<file path="src/rtl/elevator_pkg.sv">
// Shared encodings for the single-car elevator controller.
package elevator_pkg;

  // Motor command encodings.
  localparam logic [1:0] AC_STOP = 2'b00;
  localparam logic [1:0] AC_UP   = 2'b10;
  localparam logic [1:0] AC_DOWN = 2'b01;

  typedef enum logic [1:0] {
    IDLE      = 2'd0,
    MOVE_UP   = 2'd1,
    MOVE_DOWN = 2'd2,
    DOOR_OPEN = 2'd3
  } state_t;

  typedef enum logic {
    DIR_UP   = 1'b0,
    DIR_DOWN = 1'b1
  } dir_t;

  // Floor index width; never narrower than one bit.
  function automatic int floor_w(input int n);
    return (n > 2) ? $clog2(n) : 1;
  endfunction

endpackage

</file>
<file path="src/rtl/elevator_req_bank.sv">
// Per-floor call latches (car, hall up, hall down) plus the positional
// summaries the scheduler needs: calls above/below/at the car, and calls
// beyond the neighbouring floors for the stop decision.
module elevator_req_bank
  import elevator_pkg::*;
#(
  parameter int NUM_FLOORS = 3,
  parameter int FW         = floor_w(NUM_FLOORS)
) (
  input  logic                  clk,
  input  logic                  rst,
  input  logic [NUM_FLOORS-1:0] car_req,
  input  logic [NUM_FLOORS-1:0] hall_up,
  input  logic [NUM_FLOORS-1:0] hall_dn,
  input  logic [FW-1:0]         pos,
  input  logic                  door_open,
  input  logic [NUM_FLOORS-1:0] clr_car,
  input  logic [NUM_FLOORS-1:0] clr_up,
  input  logic [NUM_FLOORS-1:0] clr_dn,
  output logic [NUM_FLOORS-1:0] car_q,
  output logic [NUM_FLOORS-1:0] up_q,
  output logic [NUM_FLOORS-1:0] dn_q,
  output logic [NUM_FLOORS-1:0] pending,
  output logic                  above,
  output logic                  below,
  output logic                  here,
  output logic                  above_nxt,
  output logic                  below_nxt,
  output logic                  press_here
);

  // Top landing has no up button, bottom landing has no down button.
  localparam logic [NUM_FLOORS-1:0] UP_OK = ~(NUM_FLOORS'(1) << (NUM_FLOORS - 1));
  localparam logic [NUM_FLOORS-1:0] DN_OK = ~NUM_FLOORS'(1);

  logic [NUM_FLOORS-1:0] at_pos, hold, up_in, dn_in;

  assign at_pos     = NUM_FLOORS'(1) << pos;
  assign up_in      = hall_up & UP_OK;
  assign dn_in      = hall_dn & DN_OK;
  // While the door is open, presses at the current landing are swallowed
  // (they only extend the door time) so they never re-arm a call.
  assign hold       = door_open ? at_pos : '0;
  assign press_here = |((car_req | up_in | dn_in) & hold);
  assign pending    = car_q | up_q | dn_q;
  assign here       = |(pending & at_pos);

  // Call latches: a press sets, a clear resets, a press beats a clear.
  always_ff @(posedge clk or posedge rst) begin
    if (rst) begin
      car_q <= '0;
      up_q  <= '0;
      dn_q  <= '0;
    end else begin
      car_q <= (car_req & ~hold) | (car_q & ~clr_car);
      up_q  <= (up_in   & ~hold) | (up_q  & ~clr_up);
      dn_q  <= (dn_in   & ~hold) | (dn_q  & ~clr_dn);
    end
  end

  // Positional summaries relative to pos and to pos+/-1.
  always_comb begin
    above     = 1'b0;
    below     = 1'b0;
    above_nxt = 1'b0;
    below_nxt = 1'b0;
    for (int i = 0; i < NUM_FLOORS; i++) begin
      if (i > int'(pos))     above     = above     | pending[i];
      if (i > int'(pos) + 1) above_nxt = above_nxt | pending[i];
      if (i < int'(pos))     below     = below     | pending[i];
      if (i < int'(pos) - 1) below_nxt = below_nxt | pending[i];
    end
  end

endmodule

</file>
<file path="src/rtl/elevator_ctrl.sv">
// Single-car elevator controller: directional sweep scheduler, position
// tracking from landing sensors, and door dwell timer.
module elevator_ctrl
  import elevator_pkg::*;
#(
  parameter  int NUM_FLOORS  = 3,
  parameter  int DOOR_CYCLES = 4,
  localparam int FW          = floor_w(NUM_FLOORS)
) (
  input  logic                  clk,
  input  logic                  rst,
  input  logic [NUM_FLOORS-1:0] floor_sensor,
  input  logic [NUM_FLOORS-1:0] car_req,
  input  logic [NUM_FLOORS-1:0] hall_up,
  input  logic [NUM_FLOORS-1:0] hall_dn,
  output logic [1:0]            ac,
  output logic [FW-1:0]         display,
  output logic                  doorOpen,
  output logic [NUM_FLOORS-1:0] pending
);

  localparam int              CW       = $clog2(DOOR_CYCLES + 1);
  localparam logic [FW-1:0]   TOP      = FW'(NUM_FLOORS - 1);
  localparam logic [CW-1:0]   CNT_LOAD = CW'(DOOR_CYCLES);
  localparam logic [CW-1:0]   CNT_LAST = CW'(1);

  state_t                state, state_d;
  dir_t                  dir, dir_d;
  logic [FW-1:0]         pos, pos_d, pos_up, pos_dn;
  logic [CW-1:0]         cnt, cnt_d;
  logic [NUM_FLOORS-1:0] at_pos, at_up, at_dn;
  logic [NUM_FLOORS-1:0] car_q, up_q, dn_q, clr_car, clr_up, clr_dn;
  logic                  above, below, here, above_nxt, below_nxt, press_here;
  logic                  door, svc_up, arrive_up, arrive_dn, stop_up, stop_dn;

  elevator_req_bank #(.NUM_FLOORS(NUM_FLOORS), .FW(FW)) u_bank (
    .clk        (clk),
    .rst        (rst),
    .car_req    (car_req),
    .hall_up    (hall_up),
    .hall_dn    (hall_dn),
    .pos        (pos),
    .door_open  (door),
    .clr_car    (clr_car),
    .clr_up     (clr_up),
    .clr_dn     (clr_dn),
    .car_q      (car_q),
    .up_q       (up_q),
    .dn_q       (dn_q),
    .pending    (pending),
    .above      (above),
    .below      (below),
    .here       (here),
    .above_nxt  (above_nxt),
    .below_nxt  (below_nxt),
    .press_here (press_here)
  );

  assign door    = (state == DOOR_OPEN);
  assign pos_up  = pos + 1'b1;
  assign pos_dn  = pos - 1'b1;
  assign at_pos  = NUM_FLOORS'(1) << pos;
  assign at_up   = NUM_FLOORS'(1) << pos_up;
  assign at_dn   = NUM_FLOORS'(1) << pos_dn;
  assign display = pos;

  // Keep the current heading while calls remain ahead of it, else turn.
  assign svc_up  = (dir == DIR_UP) ? above : !below;

  // Only the next landing in the direction of travel counts as arrival.
  assign arrive_up = (pos != TOP) && |(floor_sensor & at_up);
  assign arrive_dn = (pos != '0)  && |(floor_sensor & at_dn);
  assign stop_up   = |((car_q | up_q) & at_up) || !above_nxt || (pos_up == TOP);
  assign stop_dn   = |((car_q | dn_q) & at_dn) || !below_nxt || (pos_dn == '0);

  // State, position, heading and door timer registers.
  always_ff @(posedge clk or posedge rst) begin
    if (rst) begin
      state <= IDLE;
      pos   <= '0;
      dir   <= DIR_UP;
      cnt   <= '0;
    end else begin
      state <= state_d;
      pos   <= pos_d;
      dir   <= dir_d;
      cnt   <= cnt_d;
    end
  end

  // Next-state: sweep scheduling, arrival handling and door dwell.
  always_comb begin
    state_d = state;
    pos_d   = pos;
    dir_d   = dir;
    cnt_d   = cnt;
    case (state)
      IDLE: begin
        if (here) begin
          state_d = DOOR_OPEN;
          cnt_d   = CNT_LOAD;
        end else if (above && (dir == DIR_UP || !below)) begin
          state_d = MOVE_UP;
          dir_d   = DIR_UP;
        end else if (below) begin
          state_d = MOVE_DOWN;
          dir_d   = DIR_DOWN;
        end
      end
      MOVE_UP: begin
        if (arrive_up) begin
          pos_d = pos_up;
          if (stop_up) begin
            state_d = DOOR_OPEN;
            cnt_d   = CNT_LOAD;
          end
        end
      end
      MOVE_DOWN: begin
        if (arrive_dn) begin
          pos_d = pos_dn;
          if (stop_dn) begin
            state_d = DOOR_OPEN;
            cnt_d   = CNT_LOAD;
          end
        end
      end
      DOOR_OPEN: begin
        dir_d = svc_up ? DIR_UP : DIR_DOWN;
        if (press_here) begin
          cnt_d = CNT_LOAD;
        end else if (cnt == CNT_LAST) begin
          state_d = IDLE;
          cnt_d   = '0;
        end else begin
          cnt_d = cnt - 1'b1;
        end
      end
      default: state_d = IDLE;
    endcase
  end

  // Calls served while the door is open at the current landing.
  always_comb begin
    clr_car = '0;
    clr_up  = '0;
    clr_dn  = '0;
    if (door) begin
      clr_car = at_pos;
      if (pos == TOP)      clr_dn = at_pos;
      else if (pos == '0)  clr_up = at_pos;
      else if (svc_up)     clr_up = at_pos;
      else                 clr_dn = at_pos;
    end
  end

  // Outputs decoded from the state register.
  always_comb begin
    ac       = AC_STOP;
    doorOpen = 1'b0;
    case (state)
      MOVE_UP:   ac       = AC_UP;
      MOVE_DOWN: ac       = AC_DOWN;
      DOOR_OPEN: doorOpen = 1'b1;
      default:   ac       = AC_STOP;
    endcase
  end

endmodule
</file>
<file path="config.mk">
export PLATFORM = sky130hd
export DESIGN_NAME = elevator_ctrl
export DESIGN_NICKNAME = d
export VERILOG_FILES = /design/src/rtl/elevator_pkg.sv /design/src/rtl/elevator_req_bank.sv /design/src/rtl/elevator_ctrl.sv
export SDC_FILE = /design/constraint.sdc
export NUM_CORES = 1
export LEC_CHECK = 0
export ABC_AREA = 1
export CAP_MARGIN = 20
export CORE_MARGIN = 2
export CORE_UTILIZATION = 59
export CTS_BUF_LIST = sky130_fd_sc_hd__clkbuf_4
export CTS_CLUSTER_DIAMETER = 50
export CTS_CLUSTER_SIZE = 10
export DETAILED_ROUTE_END_ITERATION = 12
export HOLD_SLACK_MARGIN = 0.15
export PLACE_DENSITY = 0.87
export SETUP_SLACK_MARGIN = 0.02
export SYNTH_ARGS = -nofsm -noshare
export SYNTH_HDL_FRONTEND = slang
export SYNTH_SLANG_ARGS = --single-unit
</file>
<file path="constraint.sdc">
create_clock -name clk -period 2.49 [get_ports clk]
set_clock_uncertainty 0.05 [all_clocks]
set_input_delay 0.498 -clock clk [delete_from_list [all_inputs] [get_ports clk]]
set_output_delay 0.498 -clock clk [all_outputs]
set_load 0.05 [all_outputs]
</file>
# Word-level counts from Yosys, hierarchy flattened
# Index checks and enable logic that the tools add are counted.
# totals
ff_bits	17
latch_bits	0
ramBits	0
romBits	0
in_bits	14
out_inout_bits	8
n_memories	0
# op_classes
add_sub_neg	5
multipliers	0
n_div	0
order_cmp	11
eq_ne	17
shifts	3
mux	49
bitwise	31
n_reduce_logical	27
# ops
operator	count
$mux W3	16
$and A3 B3 Y3	11
$gt A1 B32 Y1 const A	1
$gt A2 B32 Y1 const A	1
$gt A3 B32 Y1 const A	1
$lt A1 B32 Y1 const A	1
$lt A2 B32 Y1 const A	1
$lt A3 B32 Y1 const A	1
$mux W2	11
$or A3 B3 Y3	7
$reduce_or A3 Y1	6
$mux W1	17
$ne A2 B2 Y1 const B	8
$pmux W3 S4	1
$not A3 Y3	3
$shl A1 B2 Y3 const A	3
$eq A2 B2 Y1 const B	4
$pmux W2 S2	2
$pmux W2 S4	1
$or A1 B1 Y1	7
$reduce_and A7 Y1	1
$logic_not A2 Y1	3
$reduce_and A3 Y1	2
$reduce_bool A2 Y1	3
22 further kinds	31

# Logic depth before layout (Yosys ltp)
# Gate-level depths: netlist (run 1).
# logic_depth
ltp_word	16
depth_mapped	12
ltp_nobuf	12

# Cells and area by module
# A second synthesis (run 1) with hierarchy kept.
# hier_totals
cells_unflattened	202
hier_area_um2	1351.3
# modules_own_cells
mod	instances	cells_each	area_per_inst_um2
elevator_ctrl	1	122	820.8
elevator_req_bank	1	80	530.5

# Least setup slack after synthesis (run 1)
# OpenSTA, ideal clock, no wires.
# synth_timing
path_kind	register to register
start	reg pos[1] (netlist: display[1])
end	reg cnt[2]
setup_ns	0.116
arrival_ns	1.832
path_slack_ns	0.492
stages_incl_launch_ff	11
synth_period_minus_slack_ns	1.998
path_cell_list	dfrtp_1 -> inv_1 -> ha_1 -> nand2_1 -> inv_1 -> o21ai_1 -> nand3_1 -> a211oi_1 -> nand2_1 -> nand2_1 -> nand2_1
# synth_via
elab_chain_len	12
word_cells_on_any_way	56
cone_classes	add/sub (4); order compare (6); eq/ne (7); shift (3); mux (9); bitwise (10); reduce/logical (17)
# synth_lines
item	line	text
from (decl)	elevator_ctrl.sv:29	logic [FW-1:0] pos, pos_d, pos_up, pos_dn;
from (signal assigned)	elevator_ctrl.sv:85	pos <= pos_d;
$sub A2 B1 Y3 or $add A2 B1 Y3 (tied branches)	elevator_req_bank.sv:71, elevator_req_bank.sv:69	
$lt A1 B32 Y1 or $gt A1 B32 Y1 (tied branches)	elevator_req_bank.sv:71, elevator_req_bank.sv:69	
$mux W1 (on tied branches)	elevator_req_bank.sv:71, elevator_req_bank.sv:69	
$or A1 B1 Y1 (on tied branches)	elevator_req_bank.sv:71, elevator_req_bank.sv:69	
$mux W1 (on tied branches)	elevator_req_bank.sv:71, elevator_req_bank.sv:69	
$or A1 B1 Y1 (on tied branches)	elevator_req_bank.sv:71, elevator_req_bank.sv:69	
$mux W1 (on tied branches)	elevator_req_bank.sv:71, elevator_req_bank.sv:69	
$logic_not A1 Y1 (on tied branches)	elevator_ctrl.sv:74, elevator_ctrl.sv:73	
$logic_or A1 B1 Y1 (on tied branches) (2 in series)	elevator_ctrl.sv:74, elevator_ctrl.sv:73	
$ne A2 B2 Y1 (no source line)	-	
$reduce_and A5 Y1 (no source line)	-	
to (signal assigned)	elevator_ctrl.sv:87	cnt <= cnt_d;
to (decl)	elevator_ctrl.sv:30	logic [CW-1:0] cnt, cnt_d;
# Parallel ways exist; a longest one is shown, timed or not.
# A chain may end at the register's enable or synchronous reset.

# Worst setup path in the final report (run 1)
# layout_timing
start	reg state[1]
end	out ac[1]
# layout_via
elab_chain_len	2
word_cells_on_any_way	3
cone_classes	eq/ne (2); mux (1)
# layout_lines
item	line	text
from (decl)	elevator_ctrl.sv:27	state_t state, state_d;
from (signal assigned)	elevator_ctrl.sv:84	state <= state_d;
$eq A2 B2 Y1 or $eq A2 B1 Y1 (tied branches)	elevator_ctrl.sv:161	case (state)
$pmux W2 S2 *	elevator_ctrl.sv:161	
to (decl)	elevator_ctrl.sv:16	output logic [1:0] ac,
# Mark *: on every way between the ends. The rest lies on a longest branch, timed or not.

==> results of run 1 <==
[layer usage]
metal  up-vias  routed length, um  GRT usage
li1        638                  -          -
met1       597               1440      0.340
met2        29               1440      0.447
met3         2                109     0.0175
met4         0                 14     0.0263
met5         -                  0          0
[through the flow]
stage               utilization  instance area, um^2  std cells  power (mW)  hold WS, ns
finish                    0.724                 1570        243        2.03        0.358
CTS                       0.724                 1570        243        2.03        0.352
global placement          0.712                 1540        239        1.83        0.321
floorplan                     -                 1330        193        1.55        0.374
global route              0.724                 1570        243        2.25        0.358
detailed placement        0.712                 1540        239        1.88        0.326
[kinds of logic (layout without fill, tap and decap cells)]
group / count (synthesis) / in the layout
fa+ha+maj: 13 / 13
compound gates: 19 / 19
xor+xnor: 2 / 2
flops: 17 / 17
buf+inv: 31 / 53
simple gates: 111 / 111
[critical path: stages, from the launching register on]
cell and delay [ns]:
dfrtp_1 0.42, inv_1 0.09, ha_1 0.23, clkdlybuf4s50_1 0.83
[cells in the final DEF, fill, tap and decap left out, drive strengths merged, types with 2 or more instances in the layout]
| cell type | Yosys | final |
|---|---|---|
| nor3 | 4 | 4 |
| o21ai | 13 | 13 |
| clkdlybuf4s50 | 0 | 18 |
| clkbuf | 1 | 3 |
| buf | 1 | 2 |
| dfrtp | 17 | 17 |
| inv | 29 | 29 |
| ha | 13 | 13 |
| nand3 | 12 | 12 |
| nor2 | 19 | 19 |
| nand2 | 74 | 74 |
| a21oi | 4 | 4 |
[final cells by class]
type,count,share of cell area
clock buffer,3,0.0143
inverter,29,0.0693
clock inverter,1,0.00318
tap,28,0.0223
timing repair buffer,20,0.124
sequential,17,0.271
multi-input combinational,145,0.496
[registers in the layout (all words and copies together), names as in the netlist]
name	count
cnt	3
dir	1
display	2
state	2
u_bank.car_q	3
u_bank.dn_q	3
u_bank.up_q	3
[final timing paths]
| path | endpoint | start |
|---|---|---|
| max | ac[1] | state[1] |
| min | u_bank.up_q[2] | u_bank.up_q[2] |
| max reg2reg | display[0] | display[1] |
| min reg2reg | u_bank.up_q[2] | u_bank.up_q[2] |
| max in group asynchronous | state[0] | rst |
| min in group asynchronous | u_bank.car_q[1] | rst |
[report_power, final]
group / leakage [nW] / internal, mW / switching (mW)
logic: 0.612 / 0.493 / 0.929
clock network: 0.0177 / 0.0595 / 0.0892
registers: 0.190 / 0.375 / 0.0887
==> results.sh, run 1 <==
export IMPL_cts_resized=0
export IMPL_dp_hpwl_um=2480
export IMPL_area_growth_pct=18.3
export IMPL_vdd_drop_max_mv=0.876
export IMPL_synth_flop_cell="dfrtp_1"
export IMPL_crit_arrival_ns=1.87
export IMPL_cts_root_buf="clkbuf_4"
export IMPL_reg2regPathDepth=10
export IMPL_gp_congestion=0.911
export IMPL_synth_most_common_cell="nand2_1"
export IMPL_io_buffers=19
export IMPL_synthTopCellsByCount="nand2_1, inv_1, dfrtp_1"
export IMPL_powerDensity_mw_per_mm2=1290
export IMPL_synth_xor_xnor_area_share=0.0132
export IMPL_die_w_um=51.5
export IMPL_die_area_mm2=0.00265
export IMPL_yosys_area_top_type="dfrtp_1"
export IMPL_worstHoldPathCells=0
export IMPL_period_minus_slack_ns=2.41
export IMPL_ys_seq_area_frac=0.320
export IMPL_synth_cell_types=24
export IMPL_wl_per_cell_um=12.4
export IMPL_grt_max_degree=18
export IMPL_place_ws_ns=0.397
export IMPL_post_cts_setup_buffers=0
export IMPL_pin_count=22
export IMPL_worst_r2r_setup_slack_ns=0.57
export IMPL_totalWireLength_um=3000
export IMPL_cts_sinks=17
export IMPL_antenna_left=0
export IMPL_grt_pass1_vias=1194
export IMPL_cts_tree="built"
export IMPL_yosys_area_share_adder=0.122
export IMPL_synth_area_leaders="dfrtp_1, nand2_1, ha_1"
export IMPL_numCtsBuffers=3
export IMPL_die_h_um=51.5
export IMPL_syn_nets=220
export IMPL_antenna_diode_count=0
export IMPL_drt_iter0_markers=22
export IMPL_rsz0062_at_grt="false"
export IMPL_tightest_slew_ns=0.634
export IMPL_setup_slack_ns=0.0762
export IMPL_fin_nets=243
export IMPL_synth_area_mm2=0.00133
export IMPL_design_core_area_mm2=0.00217
export IMPL_hold_path_class="reg2reg"
export IMPL_overflow=0
export IMPL_p_leak_nw=0.821
export IMPL_yosys_warnings=0
export IMPL_drv_slew=0
export IMPL_synth_cells=193
export IMPL_yosys_area_share_simple=0.373
export IMPL_max_slew_margin_rel=0.577
export IMPL_hold_viol=0
export IMPL_finalCritPeriodShare=0.969
export IMPL_cts_clk_slew_worst_paths_ns=0.11
export IMPL_route_detailed_drc=0
export IMPL_synth_top_area_share=0.320
export IMPL_start_util=0.612
export IMPL_drv_cap=0
export IMPL_rows=17
export IMPL_h_tree_depth=1
export IMPL_synth_area_per_cell_um2=6.88
export IMPL_achievable_frequency_mhz=414
export IMPL_critPathKind="reg2out"
export IMPL_critPathLaunchType="flop"
export IMPL_synth_mux_area_frac=0
export IMPL_ctsHoldBuffers=0
export IMPL_cts_path_max_buffers=2
export IMPL_setup_tns_ns=0
export IMPL_clkLatencyLatePin_ns=0.29
export IMPL_worstPathMaxFanout=4
export IMPL_multi_input_area_um2=779
export IMPL_async_flop_share=1.00
export IMPL_worstSetupEndpointType="output port"
export IMPL_grt_pass1_wl_um=5090
export IMPL_register_area_um2=425
export IMPL_track_usage=0.250
export IMPL_required_ns=1.94
export IMPL_synth_edff_count=0
export IMPL_vias=1266
export IMPL_synth_compound_area_frac=0.0782
export IMPL_avgViaCountPerCell=5.21
export IMPL_synth_top_family_by_area="simple AND/OR/NAND/NOR gates"
export IMPL_drive_above_1_share=0.107
export IMPL_grt_antenna_before_repair=0
export IMPL_setup_violations=0
export IMPL_fillers=190
export IMPL_ys_seq_elements=17
export IMPL_first_pass_iters=4
export IMPL_status="finished clean"
Note: power is estimated with default switching activity, not from simulation.
==> inputs of run 2 (changes only) <==
- PLACE_DENSITY: 0.87 -> 0.86
==> results.sh, run 2 (synthesized netlist as in run 1, its figures left out) <==
export IMPL_stdcell_count=243
export IMPL_hold_path_class="reg2reg"
export IMPL_cts_path_max_buffers=2
export IMPL_wl_per_cell_um=12.1
export IMPL_drv_slew=0
export IMPL_io_buffers=19
export IMPL_p_leak_nw=0.835
export IMPL_vdd_drop_max_mv=0.731
export IMPL_finalPower_mw=2.05
export IMPL_fillers=176
export IMPL_worstPathMaxFanout=6
export IMPL_track_usage=0.249
export IMPL_finalInstanceArea_mm2=0.00158
export IMPL_tightest_slew_ns=0.654
export IMPL_grt_pass1_wl_um=4940
export IMPL_die_h_um=51.5
export IMPL_area_growth_pct=18.6
export IMPL_rr_endpoint="display[0]"
export IMPL_reg2regPathDepth=10
export IMPL_max_slew_margin_rel=0.563
export IMPL_achievable_frequency_mhz=444
export IMPL_place_ws_ns=0.392
export IMPL_finalCritPeriodShare=0.905
export IMPL_die_w_um=51.5
export IMPL_cts_tree="built"
export IMPL_vias=1261
export IMPL_cts_root_buf="clkbuf_4"
export IMPL_hold_start="u_bank.up_q[2]"
export IMPL_overflow=0
export IMPL_gp_congestion=0.981
export IMPL_powerDensity_mw_per_mm2=1300
export IMPL_drv_cap=0
export IMPL_design_core_area_mm2=0.00217
export IMPL_status="finished clean"
export IMPL_avgViaCountPerCell=5.19
export IMPL_drive_above_1_share=0.107
export IMPL_pin_count=22
export IMPL_worstHoldPathCells=0
export IMPL_antenna_left=0
export IMPL_first_pass_iters=4
export IMPL_grt_max_degree=18
export IMPL_fin_util=0.727
export IMPL_setup_violations=0
export IMPL_dp_cells=239
export IMPL_mostFrequentLayoutCells="nand2_1, inv_1, dfrtp_1, clkdlybuf4s50_1"
export IMPL_critPathLaunchType="flop"
export IMPL_route_detailed_drc=0
export IMPL_grt_pass1_vias=1186
export IMPL_totalWireLength_um=2930
export IMPL_worst_r2r_setup_slack_ns=0.57
export IMPL_critPathKind="reg2out"
export IMPL_rows=17
export IMPL_drt_iter0_markers=41
export IMPL_hold_viol=0
export IMPL_cts_clk_slew_worst_paths_ns=0.10
export IMPL_cts_sinks=17
export IMPL_fin_nets=243
export IMPL_r2r_start="display[1]"
export IMPL_start_util=0.612
export IMPL_ctsHoldBuffers=0
export IMPL_h_tree_depth=1
export IMPL_die_area_mm2=0.00265
export IMPL_clkLatencyLatePin_ns=0.30
export IMPL_post_dp_cell_area_mm2=0.00154
export IMPL_numCtsBuffers=3
export IMPL_period_minus_slack_ns=2.25
export IMPL_required_ns=1.94
export IMPL_antenna_diode_count=0
export IMPL_rsz0062_at_grt="false"
export IMPL_setup_tns_ns=0
export IMPL_final_common_cell="nand2_1"
export IMPL_whs_ns=0.347
export IMPL_grt_antenna_before_repair=0
export IMPL_min_to="u_bank.up_q[2]"
export IMPL_crit_arrival_ns=1.71
export IMPL_dp_hpwl_um=2360
export IMPL_setup_slack_ns=0.237
export IMPL_worstSetupEndpointType="output port"
## run 2: cell types whose count changed in the layout (fill, tap and decap cells not counted), sizes merged
cell           delta
clkbuf            +1
clkdlybuf4s50     -1
clkinv            -1
dlymetal6s2s      +1
## run 2: what timing repair did
action | CTS | global route
setup endpoints to repair | 0 | 1
setup buffers | 0 | 0
hold endpoints to repair | 0 | 0
resized for setup | 0 | 1
## run 2: power by group
group | internal [mW] | total, mW | switching, mW
registers | 0.375 | 0.465 | 0.0900
logic | 0.490 | 1.42 | 0.933
clock network | 0.0733 | 0.166 | 0.0930
## run 2: worst max path at each step
stage / from / endpoint / slack (ns) / depth (start not counted)
2_1_floorplan: display[1] / cnt[2] / 0.49 / 10
3_3_place_gp: state[1] / ac[1] / 0.42 / 3
3_5_place_dp: state[1] / ac[1] / 0.39 / 3
4_1_cts: state[1] / ac[1] / 0.05 / 3
5_1_grt: u_bank.up_q[1] / pending[1] / 0.16 / 3
6_report: u_bank.up_q[1] / pending[1] / 0.24 / 3
## run 2: final cells by class
cell class / count / area [um^2] / share of cell area
clock buffers: 4 / 30.0 / 0.0190
inverters: 29 / 109 / 0.0690
well taps: 28 / 35.0 / 0.0222
multi-input cells: 145 / 779 / 0.494
flip-flops and latches: 17 / 425 / 0.270
repair buffers: 20 / 198 / 0.125
## run 2: routing by layer
layer | GRT usage | vias up | part of all wire
met2 | 0.436 | 35 | 0.50
met3 | 0.0351 | 7 | 0.048
li1 | - | 643 | -
met5 | 0 | - | 0
met1 | 0.312 | 576 | 0.44
met4 | 0.0833 | 0 | 0.015
## run 2: critical path, stage by stage (launching register included)
cell             delay (ns)
dfrtp_1                0.40
inv_1                  0.06
nand2_2                0.13
clkdlybuf4s50_1        0.82
==> inputs of run 3 (changes only) <==
- ABC_AREA: 1 -> 0
- CORE_UTILIZATION: 59 -> 48
- PLACE_DENSITY: 0.86 -> 0.76
- SKIP_CTS_REPAIR_TIMING: not set -> 1
- clock period: 2.49 -> 1.92 ns (I/O delays scaled with it)
==> results.sh, run 3 <==
export IMPL_die_area_mm2=0.00286
export IMPL_fillers=106
export IMPL_clkLatencyLatePin_ns=0.31
export IMPL_wl_met2_um=2230
export IMPL_setup_tns_ns=-1.97
export IMPL_violations="negative setup slack"
export IMPL_drt_iter0_markers=33
export IMPL_tightest_slew_ns=0.424
export IMPL_syn_nets=159
export IMPL_die_w_um=53.5
export IMPL_ys_seq_elements=17
export IMPL_fin_nets=230
export IMPL_place_ws_ns=-0.609
export IMPL_achievable_frequency_mhz=399
export IMPL_dp_hpwl_um=2890
export IMPL_async_flop_share=1.00
export IMPL_period_minus_slack_ns=2.51
export IMPL_drv_cap=0
export IMPL_vdd_drop_max_mv=0.445
export IMPL_m1WireLength_um=1600
export IMPL_die_h_um=53.5
export IMPL_synth_top_area_share=0.362
export IMPL_yosys_area_top_type="dfrtp_1"
export IMPL_cts_sinks=17
export IMPL_powerDensity_mw_per_mm2=300
export IMPL_ys_seq_area_frac=0.362
export IMPL_critPathLaunchType="flop"
export IMPL_dp_cells=221
export IMPL_cts_clk_slew_worst_paths_ns=0.11
export IMPL_overflow=0
export IMPL_finalCritPeriodShare=1.31
export IMPL_synth_edff_count=0
export IMPL_synthTopCellsByCount="dfrtp_1, inv_1, ha_1"
export IMPL_synth_most_common_cell="dfrtp_1"
export IMPL_rows=17
export IMPL_required_ns=2.07
export IMPL_cpPeakStageDelay_ns=0.53
export IMPL_max_slew_margin_rel=0.717
export IMPL_cp_cell_sequence="inv_8 > ha_4 > a222oi_1 > o21ai_2 > nand2_2 > or3_1 > or4b_4 > mux2_4"
export IMPL_start_util=0.521
export IMPL_routed_top_layer="met4"
export IMPL_cts_path_max_buffers=2
export IMPL_wl_met3_um=267
export IMPL_p_leak_nw=0.831
export IMPL_first_pass_iters=5
export IMPL_yosys_warnings=0
export IMPL_antenna_diode_count=0
export IMPL_grt_max_degree=11
export IMPL_crit_arrival_ns=2.66
export IMPL_track_usage=0.279
export IMPL_cts_root_buf="clkbuf_4"
export IMPL_numCtsBuffers=3
export IMPL_hold_viol=0
export IMPL_setup_violations=10
export IMPL_status="finished with violations"
export IMPL_cp_buffers_inverters=1
export IMPL_synth_cells=132
export IMPL_io_buffers=19
export IMPL_setup_slack_ns=-0.587
export IMPL_cts_tree="built"
export IMPL_synth_area_leaders="dfrtp_1, ha_1, a21oi_1"
export IMPL_path_delay_family="simple AND/OR/NAND/NOR gates"
export IMPL_mostFrequentLayoutCells="buf_4, dfrtp_1, inv_1, clkdlybuf4s50_1, nand2_1"
export IMPL_register_area_um2=430
export IMPL_wl_per_cell_um=18.5
export IMPL_route_detailed_drc=0
export IMPL_drv_slew=0
export IMPL_synth_flop_cell="dfrtp_1"
export IMPL_antenna_left=0
export IMPL_rsz0062_at_grt="true"
export IMPL_whs_ns=0.307
export IMPL_multi_input_area_um2=853
export IMPL_final_common_cell="buf_4"
export IMPL_worstPathMaxFanout=5
export IMPL_totalWireLength_um=4260
export IMPL_stdcell_count=230
export IMPL_design_core_area_mm2=0.00225
export IMPL_grt_antenna_before_repair=0
export IMPL_post_dp_cell_area_mm2=0.00178
export IMPL_gp_congestion=0.920
export IMPL_vias=1412
export IMPL_pin_count=22
export IMPL_h_tree_depth=1
export IMPL_synth_cell_types=39
export IMPL_avgViaCountPerCell=6.14
export IMPL_worstSetupEndpointType="flop"
export IMPL_synth_area_mm2=0.00117
export IMPL_area_growth_pct=71.7
export IMPL_critPathKind="reg2reg"
export IMPL_cp_slowest_cell="dfrtp_4"
export IMPL_finalInstanceArea_mm2=0.00202
export IMPL_hold_path_class="in2async"
export IMPL_grt_pass1_vias=1318
export IMPL_synth_area_per_cell_um2=8.90
export IMPL_drive_above_1_share=0.475
export IMPL_grt_pass1_wl_um=5640
-- run 3: through the flow --
stage | total power [mW] | util
after global routing | 0.623 | 0.895
after detailed placement | 0.407 | 0.791
after global placement | 0.405 | 0.791
after floorplan | 0.372 | -
after CTS | 0.609 | 0.803
final | 0.605 | 0.895
-- run 3: final timing paths --
kind	from	end	slack [ns]	depth (start not counted)
worst max register to register	display[1]	state[1]	-0.59	8
min in group clk	u_bank.dn_q[0]	u_bank.dn_q[0]	0.45	2
max in group asynchronous	rst	u_bank.up_q[1]	1.03	3
worst min register to register	u_bank.dn_q[0]	u_bank.dn_q[0]	0.45	2
worst min-delay path	rst	display[1]	0.31	2
worst max-delay path	display[1]	state[1]	-0.59	8
-- run 3: area by class of cell --
cell class / instances / share of cell area
clock buffers: 3 / 0.0112
flip-flops and latches: 17 / 0.213
inverters: 16 / 0.0360
well taps: 28 / 0.0174
repair buffers: 70 / 0.297
multi-input cells: 95 / 0.423
clock inverters: 1 / 0.00248
-- run 3: power breakdown --
| part | total [mW] | switching (mW) | leakage [nW] | internal [mW] |
|---|---|---|---|---|
| clock network | 0.204 | 0.126 | 0.0177 | 0.0780 |
| logic | 0.0428 | 0.0169 | 0.634 | 0.0259 |
| registers | 0.358 | 0.000000000000000264 | 0.179 | 0.358 |
| total | 0.605 | 0.143 | 0.831 | 0.462 |
-- run 3: kinds of logic after synthesis --
| logic type | synth area share |
|---|---|
| buf+inv | 0.0650 |
| fa+ha+maj | 0.138 |
| mux | 0.0309 |
| xor+xnor | 0.0149 |
| compound gates | 0.232 |
| flops | 0.362 |
| simple gates | 0.157 |
-- run 3: routing by layer --
metal  up-vias  track usage
met5         -            0
met4         0        0.111
met3        32       0.0339
met2        69        0.519
met1       688        0.316
li1        623            -
-- run 3: worst register-to-register path, stage by stage (launching register included) --
cell and delay, ns:
dfrtp_4 0.53, inv_8 0.10, ha_4 0.15, a222oi_1 0.10, o21ai_2 0.19, nand2_2 0.11
or3_1 0.31, or4b_4 0.52, mux2_4 0.32
